<file path="src/rtl/sorted_dedup_stream_pkg.sv">
// sorted_dedup_pkg: shared FSM state type and run-count helper for sorted_dedup_stream.
package sorted_dedup_pkg;
  typedef enum logic [1:0] {IDLE, RUN, DONE} state_t;
  function automatic int unsigned sat_inc(int unsigned r, int unsigned mx);
    return (r >= mx) ? mx : r + 1;
  endfunction
endpackage

</file>
<file path="src/rtl/sorted_dedup_stream_if.sv">
// sorted_dedup_stream_if: valid/ready element stream from host loader into the dedup block.
interface sorted_dedup_stream_if #(parameter int DATA_W = 32);
  logic              valid;
  logic              ready;
  logic [DATA_W-1:0] data;
  modport master(output valid, data, input ready);
  modport slave(input valid, data, output ready);
endinterface

</file>
<file path="src/rtl/sorted_dedup_stream_ram.sv">
// dedup_buf_ram: survivor buffer, one write port and one registered read port with zero-masking.
module dedup_buf_ram #(
  parameter int DATA_W = 32,
  parameter int DEPTH  = 32,
  parameter int AW     = 5
) (
  input  logic              clk,
  input  logic              rst,
  input  logic              we_i,
  input  logic [AW-1:0]     wa_i,
  input  logic [DATA_W-1:0] wd_i,
  input  logic              re_i,
  input  logic [AW-1:0]     ra_i,
  output logic [DATA_W-1:0] rd_o
);
  logic [DATA_W-1:0] mem_q [DEPTH];
  logic [DATA_W-1:0] rd_q;
  always_ff @(posedge clk) if (we_i) mem_q[wa_i] <= wd_i;
  // Entries at or beyond k read as zero so stale contents never leak out.
  always_ff @(posedge clk) rd_q <= rst ? '0 : (re_i ? mem_q[ra_i] : '0);
  assign rd_o = rd_q;
endmodule

</file>
<file path="src/rtl/sorted_dedup_stream.sv">
// sorted_dedup_stream: keeps at most keep_n copies of each value from a sorted stream,
// compacting survivors into a buffer and flagging out-of-order input.
module sorted_dedup_stream
  import sorted_dedup_pkg::*;
#(
  parameter int DATA_W = 32,
  parameter int DEPTH  = 32,
  parameter int CNT_W  = $clog2(DEPTH + 1),
  parameter int KEEP_W = 3
) (
  input  logic                clk,
  input  logic                rst,
  input  logic                start_i,
  input  logic [CNT_W-1:0]    len_i,
  input  logic [KEEP_W-1:0]   keep_n_i,
  sorted_dedup_stream_if.slave in_if,
  input  logic [CNT_W-1:0]    rd_addr_i,
  output logic [DATA_W-1:0]   rd_data_o,
  output logic                busy_o,
  output logic                done_o,
  output logic [CNT_W-1:0]    k_o,
  output logic                err_unsorted_o
);
  localparam int AW = (DEPTH > 1) ? $clog2(DEPTH) : 1;
  localparam logic [CNT_W-1:0] DEPTH_C = CNT_W'(DEPTH);
  localparam int unsigned RUN_MAX = 2 ** KEEP_W - 1;
  state_t              state_q;
  logic [CNT_W-1:0]    len_q, i_q, k_q, len_d, i_d;
  logic [KEEP_W-1:0]   keep_q, run_q, keep_d, run_d;
  logic [DATA_W-1:0]   last_q;
  logic                err_q, acc, is_new, keep, we;
  always_comb begin
    len_d  = (len_i > DEPTH_C) ? DEPTH_C : len_i;
    keep_d = (keep_n_i == '0) ? KEEP_W'(1) : keep_n_i;
    acc    = (state_q == RUN) && in_if.valid;
    is_new = (i_q == '0) || (in_if.data != last_q);
    keep   = is_new || (run_q < keep_q);
    we     = acc && keep;
    run_d  = is_new ? KEEP_W'(1) : KEEP_W'(sat_inc(32'(run_q), RUN_MAX));
    i_d    = i_q + CNT_W'(1);
  end
  always_ff @(posedge clk) begin
    if (rst) begin
      state_q <= IDLE;
      len_q   <= '0;
      keep_q  <= '0;
      i_q     <= '0;
      k_q     <= '0;
      run_q   <= '0;
      last_q  <= '0;
      err_q   <= 1'b0;
    end else if (state_q != RUN && start_i) begin
      state_q <= (len_d == '0) ? DONE : RUN;
      len_q   <= len_d;
      keep_q  <= keep_d;
      i_q     <= '0;
      k_q     <= '0;
      run_q   <= '0;
      err_q   <= 1'b0;
    end else if (acc) begin
      i_q    <= i_d;
      run_q  <= run_d;
      last_q <= in_if.data;
      if (we) k_q <= k_q + CNT_W'(1);
      if (i_q != '0 && in_if.data < last_q) err_q <= 1'b1;
      if (i_d == len_q) state_q <= DONE;
    end
  end
  dedup_buf_ram #(.DATA_W(DATA_W), .DEPTH(DEPTH), .AW(AW)) u_ram (
    .clk (clk),
    .rst (rst),
    .we_i(we),
    .wa_i(k_q[AW-1:0]),
    .wd_i(in_if.data),
    .re_i(rd_addr_i < k_q),
    .ra_i(rd_addr_i[AW-1:0]),
    .rd_o(rd_data_o)
  );
  assign in_if.ready    = (state_q == RUN);
  assign busy_o         = (state_q == RUN);
  assign done_o         = (state_q == DONE);
  assign k_o            = k_q;
  assign err_unsorted_o = err_q;
endmodule

</file>
<file path="src/flat_wrapper.sv">
// flat-port wrapper written by rule: the top's interface ports become plain ports
module sorted_dedup_stream_flat import sorted_dedup_pkg::*;
#(
  parameter int DATA_W = 32,
  parameter int DEPTH  = 32,
  parameter int CNT_W  = $clog2(DEPTH + 1),
  parameter int KEEP_W = 3
)
  (clk, rst, start_i, len_i, keep_n_i, rd_addr_i, rd_data_o, busy_o, done_o, k_o, err_unsorted_o, in_if_valid, in_if_data, in_if_ready);
  sorted_dedup_stream_if #(.DATA_W(DATA_W)) in_if_i ();
  input  logic clk;
  input  logic rst;
  input  logic start_i;
  input  logic [CNT_W-1:0] len_i;
  input  logic [KEEP_W-1:0] keep_n_i;
  input  logic [CNT_W-1:0] rd_addr_i;
  output logic [DATA_W-1:0] rd_data_o;
  output logic busy_o;
  output logic done_o;
  output logic [CNT_W-1:0] k_o;
  output logic err_unsorted_o;
  input wire logic [$bits(in_if_i.valid)-1:0] in_if_valid;
  input wire logic [$bits(in_if_i.data)-1:0] in_if_data;
  output wire logic [$bits(in_if_i.ready)-1:0] in_if_ready;
  assign in_if_i.valid = in_if_valid;
  assign in_if_i.data = in_if_data;
  assign in_if_ready = in_if_i.ready;
  sorted_dedup_stream #(.DATA_W(DATA_W), .DEPTH(DEPTH), .CNT_W(CNT_W), .KEEP_W(KEEP_W)) u_core (.clk(clk), .rst(rst), .start_i(start_i), .len_i(len_i), .keep_n_i(keep_n_i), .in_if(in_if_i), .rd_addr_i(rd_addr_i), .rd_data_o(rd_data_o), .busy_o(busy_o), .done_o(done_o), .k_o(k_o), .err_unsorted_o(err_unsorted_o));
endmodule
</file>
<file path="config.mk">
export PLATFORM = sky130hd
export DESIGN_NAME = sorted_dedup_stream_flat
export DESIGN_NICKNAME = d
export VERILOG_FILES = /design/src/rtl/sorted_dedup_stream_pkg.sv /design/src/rtl/sorted_dedup_stream_if.sv /design/src/rtl/sorted_dedup_stream_ram.sv /design/src/rtl/sorted_dedup_stream.sv /design/src/flat_wrapper.sv
export SDC_FILE = /design/constraint.sdc
export NUM_CORES = 1
export LEC_CHECK = 0
export ABC_AREA = 0
export CAP_MARGIN = 10
export CORE_ASPECT_RATIO = 0.6
export CORE_MARGIN = 3
export CORE_UTILIZATION = 45
export CTS_CLUSTER_SIZE = 30
export DETAILED_ROUTE_END_ITERATION = 6
export GPL_ROUTABILITY_DRIVEN = 0
export PLACE_DENSITY_LB_ADDON = 0.08
export SYNTH_ARGS = -nofsm -noshare
export SYNTH_HDL_FRONTEND = slang
export SYNTH_SLANG_ARGS = --single-unit
</file>
<file path="constraint.sdc">
create_clock -name clk -period 9.4 [get_ports clk]
set_input_delay 1.88 -clock clk [delete_from_list [all_inputs] [get_ports clk]]
set_output_delay 1.88 -clock clk [all_outputs]
set_load 0.005 [all_outputs]
</file>
### After elaboration in Yosys (flattened, before gate mapping)

Memories as Yosys holds them, arrays and structs flattened. A register that Yosys moved wholly into a read port is not among the register bits.
Index checks and enable logic that the tools add are counted.

| cells by class | value |
|---|---|
| add/subtract/negate cells | 3 |
| multiply operators | 0 |
| div/mod/pow operators | 0 |
| order comparisons | 5 |
| equality and inequality tests | 5 |
| shifts and indexed selects | 0 |
| muxes and demuxes | 10 |
| bitwise operators | 2 |
| reduce and logical (&&, ||, !) cells | 18 |

Operator list:

| operator | number |
|---|---|
| less-than comparator 32 bit | 1 |
| inequality test 32 bit | 1 |
| adder 6 x 1 -> 6 bit, second input constant | 2 |
| logical NOT 6 bit | 2 |
| 2-to-1 mux 3 bit | 3 |
| 2-to-1 mux 2 bit | 4 |
| AND reduction 2 bit | 4 |
| equality test 6 bit | 1 |
| > comparator 6 bit, second input constant | 1 |
| less-than comparator 6 bit | 1 |
| 2-to-1 mux 6 bit | 1 |
| nonzero test 6 bit | 1 |
| logical AND 1 bit | 4 |
| nonzero test 2 bit | 2 |
| OR reduction 2 bit | 2 |
| adder 3 x 1 -> 3 bit, second input constant | 1 |
| greater-or-equal comparator 3 bit, second input constant | 1 |
| logical NOT 3 bit | 1 |
| less-than comparator 3 bit | 1 |
| equality test 2 x 1 -> 1 bit, second input constant | 1 |
| equality test 2 bit, second input constant | 1 |
| logical OR 1 bit | 2 |
| 2-to-1 mux 1 bit | 2 |
| inequality test 2 x 1 -> 1 bit, second input constant | 1 |
| inverter 1 bit | 2 |

| word-level totals | value |
|---|---|
| register bits after elaboration | 59 |
| bits in latches | 0 |
| memory bits (writable) | 1024 |
| memory bits (read-only) | 0 |
| bits of input ports | 51 |
| output and inout bits | 42 |
| word-level logic and storage cells | 52 |
| memories kept | 1 |

Memories:

| name | words | bits a word | rd ports | clocked after Yosys merged registers in | write ports | line | text |
|---|---|---|---|---|---|---|---|
| u_core.u_ram.mem_q | 32 | 32 | 1 | 1 | 1 | sorted_dedup_stream_ram.sv:16 | `logic [DATA_W-1:0] mem_q [DEPTH];` |

### Depth between registers and ports, before layout

Gate-level depths: netlist (run 1).

| depth | value |
|---|---|
| word-level depth | 6 |
| mapped depth | 8 |
| depth with buffers taken out | 7 |

### Modules after synthesis

A second synthesis (run 1) with hierarchy kept.

| unflattened totals | value |
|---|---|
| cells, all modules | 2159 |
| area, all modules | 43414.1 µm² |

By module, submodules not included:

| module | instances | cells an instance | area an instance (µm²) | sequential area each (µm²) |
|---|---|---|---|---|
| dedup_buf_ram | 1 | 1728 | 40003.4 | 31390.1 |
| sorted_dedup_stream | 1 | 431 | 3410.8 | 1181.1 |

### Least setup slack after synthesis (run 1)

Ideal clock, no wire load.

| path | value |
|---|---|
| path type | in2reg |
| from | in in_if_data[30] |
| to | mem u_core.u_ram.mem_q[22][0] (enable) |
| library setup time | 0.421 ns |
| arrival time | 4.287 ns |
| data required time | 8.979 ns |
| path slack | 4.691 ns |
| stages | 7 |
| buffers on the path | 1 |
| path through | ha_1 -> and4_1 -> nand4_1 -> or4_4 -> buf_6 -> o211ai_2 -> nor2_1 |

| on the way | value |
|---|---|
| longest elaborated chain between the ends | 6 |

RTL lines:

| item | line | text |
|---|---|---|
| start: declaration | flat_wrapper.sv:23 | `input wire logic [$bits(in_if_i.data)-1:0] in_if_data;` |
| inequality test 32 bit | sorted_dedup_stream.sv:36 | `is_new = (i_q == '0) \|\| (in_if.data != last_q);` |
| logical OR 1 bit | sorted_dedup_stream.sv:36 |  |
| logical OR 1 bit | sorted_dedup_stream.sv:37 | `keep = is_new \|\| (run_q < keep_q);` |
| logical AND 1 bit | sorted_dedup_stream.sv:38 | `we = acc && keep;` |
| 2-to-1 mux 1 bit | sorted_dedup_stream_ram.sv:18 | `always_ff @(posedge clk) if (we_i) mem_q[wa_i] <= wd_i;` |
| 2-to-1 mux 1 bit (not written as such) | sorted_dedup_stream_ram.sv:18 |  |
| end: declaration | sorted_dedup_stream_ram.sv:16 |  |

Every way passes these cells.

### Worst setup path after layout (run 1)

| path | value |
|---|---|
| from | in in_if_data[13] |
| to | mem u_core.u_ram.mem_q[6][6] (enable) |

Same word-level chain as after synthesis.

==> impl_metrics.csv, run 1 <==
group,metric,value,unit
die,chipHeight,245.0,um
timing,final.setup.tns,0,ns
clocking,post-cts-setup-buffer-count,0,
clocking,clkSlewWorstSetupHoldPaths,0.06,ns
global_route,global_route_wire_length_before_repair,153200,um
clocking,clock-root-buffer,"sky130_fd_sc_hd__clkbuf_16",
setup_path,critical_path_class,"input pin to register",
setup_path,cp_top_delay_family,"simple AND/OR/NAND/NOR gates",
die,placeableCoreArea,93080,sq um
setup_path,critical_path_required,9.69,ns
clocking,cts-htree-levels,3,
setup_path,setup.reg_to_reg.worst_slack,5.56,ns
die,design.die.area,99080,sq um
clocking,max_clock_buf_depth,3,
finish,nNetsFinal,2386,
timing,timing.final.crit_period,5.378,ns
setup_path,worst_path_largest_cell_delay,0.92,ns
pwr,power_leakage,15.48,nW
timing,final_hold_viol_count,0,
global_route,pin_count_of_the_biggest_net_entering_global_routing,144,
setup_path,cp-start-kind,"input pin",
routing,route.antenna.remaining_nets,0,
finish,seqCellArea,32570,sq um
timing,skew,0.02474,ns
setup_path,path_buf_inv,2,
yosys,ys_seq_area_share,76.02,%
clocking,clock_latency,0.70,ns
finish,synthToLayoutAreaGrowth,14.69,%
yosys,postSynthNetCount,2227,
die,rows,86,
routing,routed_wirelength,105800,um
yosys,post_synth_instance_area,42850,sq um
clocking,postCtsResizedCells,0,
yosys,yosys_most_used_dff,"sky130_fd_sc_hd__edfxtp_1",
setup_path,reg2regPathDepth,7,
clocking,clock_sinks,1115,
pwr,power,10.21,mW
setup_path,crit_cells,8,
timing,slew_headroom,21.63,%
routing,detail_route.drc_violations,0,
finish,layout.filler_cells,7207,
timing,achievable-frequency,186.0,MHz
die,die_width,404.4,um
place,port_buffers,92,
status,run_status,"finished clean",
global_route,groute.usage.overall,21.57,%
global_route,antenna_found_initial,5,
pwr,p_per_area,207.9,nW/um^2
die,floorplan.initialDensity,46.03,%
global_route,grt-ovfl-total,0,
timing,slew_violations,0,
routing,avgRoutedWirePerCell,29.36,um
finish,post_route_cells_drive_above_1_share,22.63,%
die,io-pin-count,93,
min_path,min_path_type,"register to register",
clocking,clock_buffer_count_from_cts,102,
timing,final_min_period_over_clock_period,57.21,%
timing,tightest_slew,1.172,ns
routing,route.vias.total,21360,
setup_path,critPathCaptureType,"register",
yosys,synth_cell_types,53,
finish,multiInputGateArea,9918,sq um
run,cap_violations,0,
yosys,synth_seq_cells,1115,
yosys,yosysWarningCount,0,
setup_path,critical-path-slowest-cell,"sky130_fd_sc_hd__o211ai_2",
global_route,first_global_vias,21300,
min_path,worst_hold_path.num_cells,2,
place,dp_hpwl,60740,um
yosys,synth_cells,2129,
routing,initialDrtViolationCount,2409,
yosys,syn_avg_cell_area,20.13,sq um
yosys,asyncSetResetFlopFracSynth,0,%
clocking,tritoncts,"built",
setup_path,critical_path_arrival,5.67,ns
clocking,cts.hold.buffers_added,0,
yosys,edff_count_synth,1024,
timing,setup_repair_after_global_routing_missed_its_margin,"no",
routing,via_per_inst,5.927,
setup_path,critPathMaxFanout,34,
routing,detailedRoute.firstPassIterationCount,5,
setup_path,crit_path_cell_trace,"clkdlybuf4s50_1 > buf_4 > ha_1 > nand4_2 > or3_4 > or4_4 > o211ai_2 > nor2_4",
timing,setup_violations,0,
pwr,power.ir.vdd_worst,0.0001601,V
[state kept, by name, indices dropped and copies added, names as in the netlist]
| name | flops |
|---|---|
| u_core.err_unsorted_o | 1 |
| u_core.last_q | 32 |
| u_core.u_ram.mem_q | 1024 |
| u_core.k_o | 6 |
| u_core.run_q | 3 |
| u_core.keep_q | 3 |
| u_core.u_ram.rd_o | 32 |
| u_core.i_q | 6 |
| u_core.state_q | 2 |
| u_core.len_q | 6 |
[worst min-delay path: cells and delay by family (launching register included)]
kind | cells | cell delay [ns]
AND/OR/NAND/NOR | 1 | 0.05
flip-flops | 1 | 0.31
AO/OA/AOI/OAI | 1 | 0.05
[per-layer routing]
layer | track usage, % | wire length [um]
met1 | 35.10 | 51350
met4 | 4.594 | 1727
met5 | 0 | 0
met3 | 4.303 | 7418
met2 | 29.99 | 45300
[cell usage after synthesis, drive strengths merged (32+ instances only)]
cell type,number,area (sq um)
edfxtp,1024,30750
mux4,256,5766
nand2,135,506.7
a21oi,94,470.5
dfxtp,91,1822
clkbuf,78,292.8
a22oi,65,488.0
nor2,54,202.7
ha,47,588.1
inv,46,172.7
mux2i,36,360.4
buf,33,172.7
o22ai,33,206.5
a22o,32,280.3
[power by group]
| group | internal, mW | total, mW | switching (mW) | leakage (nW) |
|---|---|---|---|---|
| Clock | 2.42 | 4.23 | 1.81 | 1.65 |
| Combinational | 0.201 | 0.545 | 0.344 | 3.89 |
| Sequential | 5.43 | 5.44 | 0.0101 | 9.94 |
[through the flow]
stage	hold slack [ns]	std cells	instance area [sq um]	utilization [%]	setup WS [ns]
after floorplan	0.4349	2129	42850	-	4.691
after detailed placement	0.4482	3416	45750	49.15	3.282
after global routing	0.4758	3601	49130	52.79	3.844
after global placement	0.4427	3412	45660	49.06	3.340
after CTS	0.4571	3601	49130	52.79	4.021
final	0.4557	3604	49140	52.79	4.022
[kinds of logic after synthesis]
family / share of synthesized area (%)
xor gates and xnor gates: 0.2044
and+or+nand+nor: 2.587
adders and majority gates: 1.372
buffers and inverters: 1.489
DFF: 76.02
AOI/OAI and AO/OA: 4.033
muxes: 14.30
[final cells by class]
| class | count | area share (%) |
|---|---|---|
| Sequential cell | 1115 | 66.28 |
| Clock buffer | 117 | 5.436 |
| Timing Repair Buffer | 166 | 3.147 |
| Inverter | 46 | 0.3514 |
| Clock inverter | 68 | 1.446 |
| Antenna cell | 3 | 0.01528 |
| Multi-Input combinational cell | 857 | 20.18 |
| Tap cell | 1232 | 3.137 |
[layout by cell type (no fill, tap or decap), drive strengths merged, types with 36 or more instances in the layout]
cell type      count
edfxtp          1024
mux4             256
nand2            135
clkbuf           117
a21oi             94
dfxtp             91
clkdlybuf4s50     85
buf               81
a22oi             65
nor2              54
inv               50
ha                47
clkinv            44
mux2i             36
[worst paths after layout]
path | startpoint | end
max | in_if_data[13] | u_core.u_ram.mem_q[6][6]$_DFFE_PP_
min | u_core.last_q[4]$_SDFFE_PP0P_ | u_core.last_q[4]$_SDFFE_PP0P_
max reg2reg | u_core.last_q[17]$_SDFFE_PP0P_ | u_core.u_ram.mem_q[6][6]$_DFFE_PP_
min reg2reg | u_core.last_q[4]$_SDFFE_PP0P_ | u_core.last_q[4]$_SDFFE_PP0P_
(Power assumes the default switching activity.)
==> run 2, diff against run 1 <==
==> constraint.sdc (replaced) <==
create_clock -name clk -period 4.5 [get_ports clk]
set_input_delay 0.9 -clock clk [delete_from_list [all_inputs] [get_ports clk]]
set_output_delay 0.9 -clock clk [all_outputs]
set_load 0.005 [all_outputs]
==> run 2 against run 1 <==
  * Worst hold slack improved by 0.0026 ns
  * Routed wire length is 12% higher
  * Via count increased by 2.2%
  * Sequential share of layout area decreased by 0.51 points
  * Worst setup slack got worse by 3.2 ns
  * Largest cell class unchanged
  * Largest power group unchanged
==> impl_metrics.csv, run 2 (synthesized netlist as in run 1, its figures left out) <==
group,metric,value,unit
finish,synthToLayoutAreaGrowth,15.58,%
global_route,global_route_wire_length_before_repair,166300,um
clocking,clock_sinks,1115,
finish,layout.filler_cells,7148,
setup_path,critical_path_required,4.92,ns
status,run_status,"finished clean",
timing,final.hold.worst_slack,0.4583,ns
setup_path,setup.reg_to_reg.worst_slack,1.12,ns
routing,detailedRoute.firstPassIterationCount,5,
finish,finish.utilization,53.20,%
timing,skew,0.02373,ns
finish,most_used_cells_in_the_layout_excluding_fill_and_tap_cells,"sky130_fd_sc_hd__edfxtp_1, sky130_fd_sc_hd__mux4_2, sky130_fd_sc_hd__nand2_1, sky130_fd_sc_hd__clkbuf_16, sky130_fd_sc_hd__a21oi_1",
min_path,min_path_type,"register to register",
die,rows,86,
timing,setup_violations,0,
place,pre_cts_ws,0.1594,ns
die,chipHeight,245.0,um
timing,final_hold_viol_count,0,
place,port_buffers,92,
timing,tightest_slew,1.234,ns
clocking,clkSlewWorstSetupHoldPaths,0.07,ns
global_route,first_global_vias,21520,
global_route,groute.usage.overall,24.06,%
routing,route.antenna.remaining_nets,0,
die,design.die.area,99080,sq um
die,placeableCoreArea,93080,sq um
global_route,antenna_found_initial,13,
setup_path,critical_path_arrival,4.11,ns
clocking,postCtsResizedCells,0,
clocking,post-cts-setup-buffer-count,0,
die,io-pin-count,93,
routing,route.vias.total,21840,
setup_path,reg2regPathDepth,9,
clocking,clock-root-buffer,"sky130_fd_sc_hd__clkbuf_16",
clocking,clock_latency,0.69,ns
routing,initialDrtViolationCount,2418,
finish,insertedDiodeCount,0,
timing,timing.final.crit_period,3.692,ns
timing,slew_violations,0,
clocking,cts-htree-levels,3,
setup_path,critical_path_class,"input pin to register",
pwr,power_leakage,15.66,nW
clocking,cts.hold.buffers_added,0,
clocking,max_clock_buf_depth,3,
clocking,clock_buffer_count_from_cts,101,
routing,avgRoutedWirePerCell,32.54,um
global_route,grt-ovfl-total,0,
timing,setup_ws,0.8085,ns
routing,routed_wirelength,118000,um
setup_path,cp-start-kind,"input pin",
pwr,p_per_area,433.6,nW/um^2
timing,setup_repair_after_global_routing_missed_its_margin,"no",
place,post_dp_cell_area,46150,sq um
routing,via_per_inst,6.021,
setup_path,rr_startpoint,"u_core.last_q[11]$_SDFFE_PP0P_",
finish,post_layout_nonfiller_instances,3627,
setup_path,setup.worst_path.end,"u_core.u_ram.mem_q[18][2]$_DFFE_PP_",
timing,final_min_period_over_clock_period,82.03,%
routing,detail_route.drc_violations,0,
setup_path,critical_path.reg2reg.endpoint,"u_core.u_ram.mem_q[18][2]$_DFFE_PP_",
timing,achievable-frequency,270.9,MHz
finish,max_ffs_per_register,1024,
finish,fin_area,49520,sq um
die,die_width,404.4,um
setup_path,critPathCaptureType,"register",
pwr,power.ir.vdd_worst,0.0002798,V
setup_path,critPathMaxFanout,20,
timing,slew_headroom,17.56,%
timing,final.setup.tns,0,ns
finish,final_common_cell,"sky130_fd_sc_hd__edfxtp_1",
place,place_inst,3438,
clocking,tritoncts,"built",
finish,post_route_cells_drive_above_1_share,23.01,%
pwr,power,21.47,mW
global_route,pin_count_of_the_biggest_net_entering_global_routing,68,
finish,register_ranked_first_by_flip_flop_count,"u_core.u_ram.mem_q",
finish,nNetsFinal,2408,
run,cap_violations,0,
place,dp_hpwl,74900,um
die,floorplan.initialDensity,46.03,%
setup_path,worstSetupStartpoint,"in_if_data[4]",
## run 2: cell types whose count changed in the layout (fill, tap and decap cells not counted), sizes merged, moves of 3 or more
| cell | before | now |
|---|---|---|
| clkinvlp | 6 | 1 |
| diode | 3 | 0 |
| buf | 81 | 102 |
| clkbuf | 117 | 138 |
| clkinv | 44 | 34 |
| inv | 50 | 47 |
## run 2: layout make-up
class	instances	area [sq um]	share of cell area (%)
clock buffer	138	2759	5.571
clock inverter	50	589.3	1.190
inverter	46	172.7	0.3487
multi-input combinational	857	9918	20.03
sequential	1115	32570	65.77
tap	1232	1541	3.113
timing repair buffer	189	1969	3.977
## run 2: how the worst min path moves through the flow
| stage | from | to | slack, ns | depth (start not counted) |
|---|---|---|---|---|
| after floorplan | u_core.keep_q[0]$_SDFFE_PP0P_ | u_core.keep_q[0]$_SDFFE_PP0P_ | 0.43 | 2 |
| after global placement | u_core.last_q[19]$_SDFFE_PP0P_ | u_core.last_q[19]$_SDFFE_PP0P_ | 0.44 | 2 |
| after detailed placement | u_core.last_q[15]$_SDFFE_PP0P_ | u_core.last_q[15]$_SDFFE_PP0P_ | 0.45 | 2 |
| after CTS | u_core.last_q[15]$_SDFFE_PP0P_ | u_core.last_q[15]$_SDFFE_PP0P_ | 0.46 | 2 |
| after global routing | u_core.last_q[16]$_SDFFE_PP0P_ | u_core.last_q[16]$_SDFFE_PP0P_ | 0.48 | 2 |
| final | u_core.last_q[15]$_SDFFE_PP0P_ | u_core.last_q[15]$_SDFFE_PP0P_ | 0.46 | 2 |
## run 2: critical path, stage by stage
cell,delay (ns)
sky130_fd_sc_hd__clkdlybuf4s50_1,0.67
sky130_fd_sc_hd__ha_1,0.43
sky130_fd_sc_hd__nand4_1,0.11
sky130_fd_sc_hd__or3_4,0.44
sky130_fd_sc_hd__or4_4,0.63
sky130_fd_sc_hd__o211ai_2,0.23
sky130_fd_sc_hd__buf_12,0.21
sky130_fd_sc_hd__nor2_4,0.18
sky130_fd_sc_hd__buf_16,0.26
## run 2: layer usage
metal / GRT usage [%] / share of wire, % / wire, um
met1: 37.87 / 46 / 54430
met2: 32.72 / 42 / 49570
met3: 8.091 / 10 / 12200
met4: 4.346 / 1.5 / 1749
met5: 0 / 0.053 / 63
## run 2: where the power goes
group / leakage [nW] / switching [mW] / internal (mW)
combinational: 4.07 / 0.806 / 0.444
sequential: 9.94 / 0.0233 / 11.3
clock: 1.64 / 3.77 / 5.09
total: 15.7 / 4.60 / 16.9
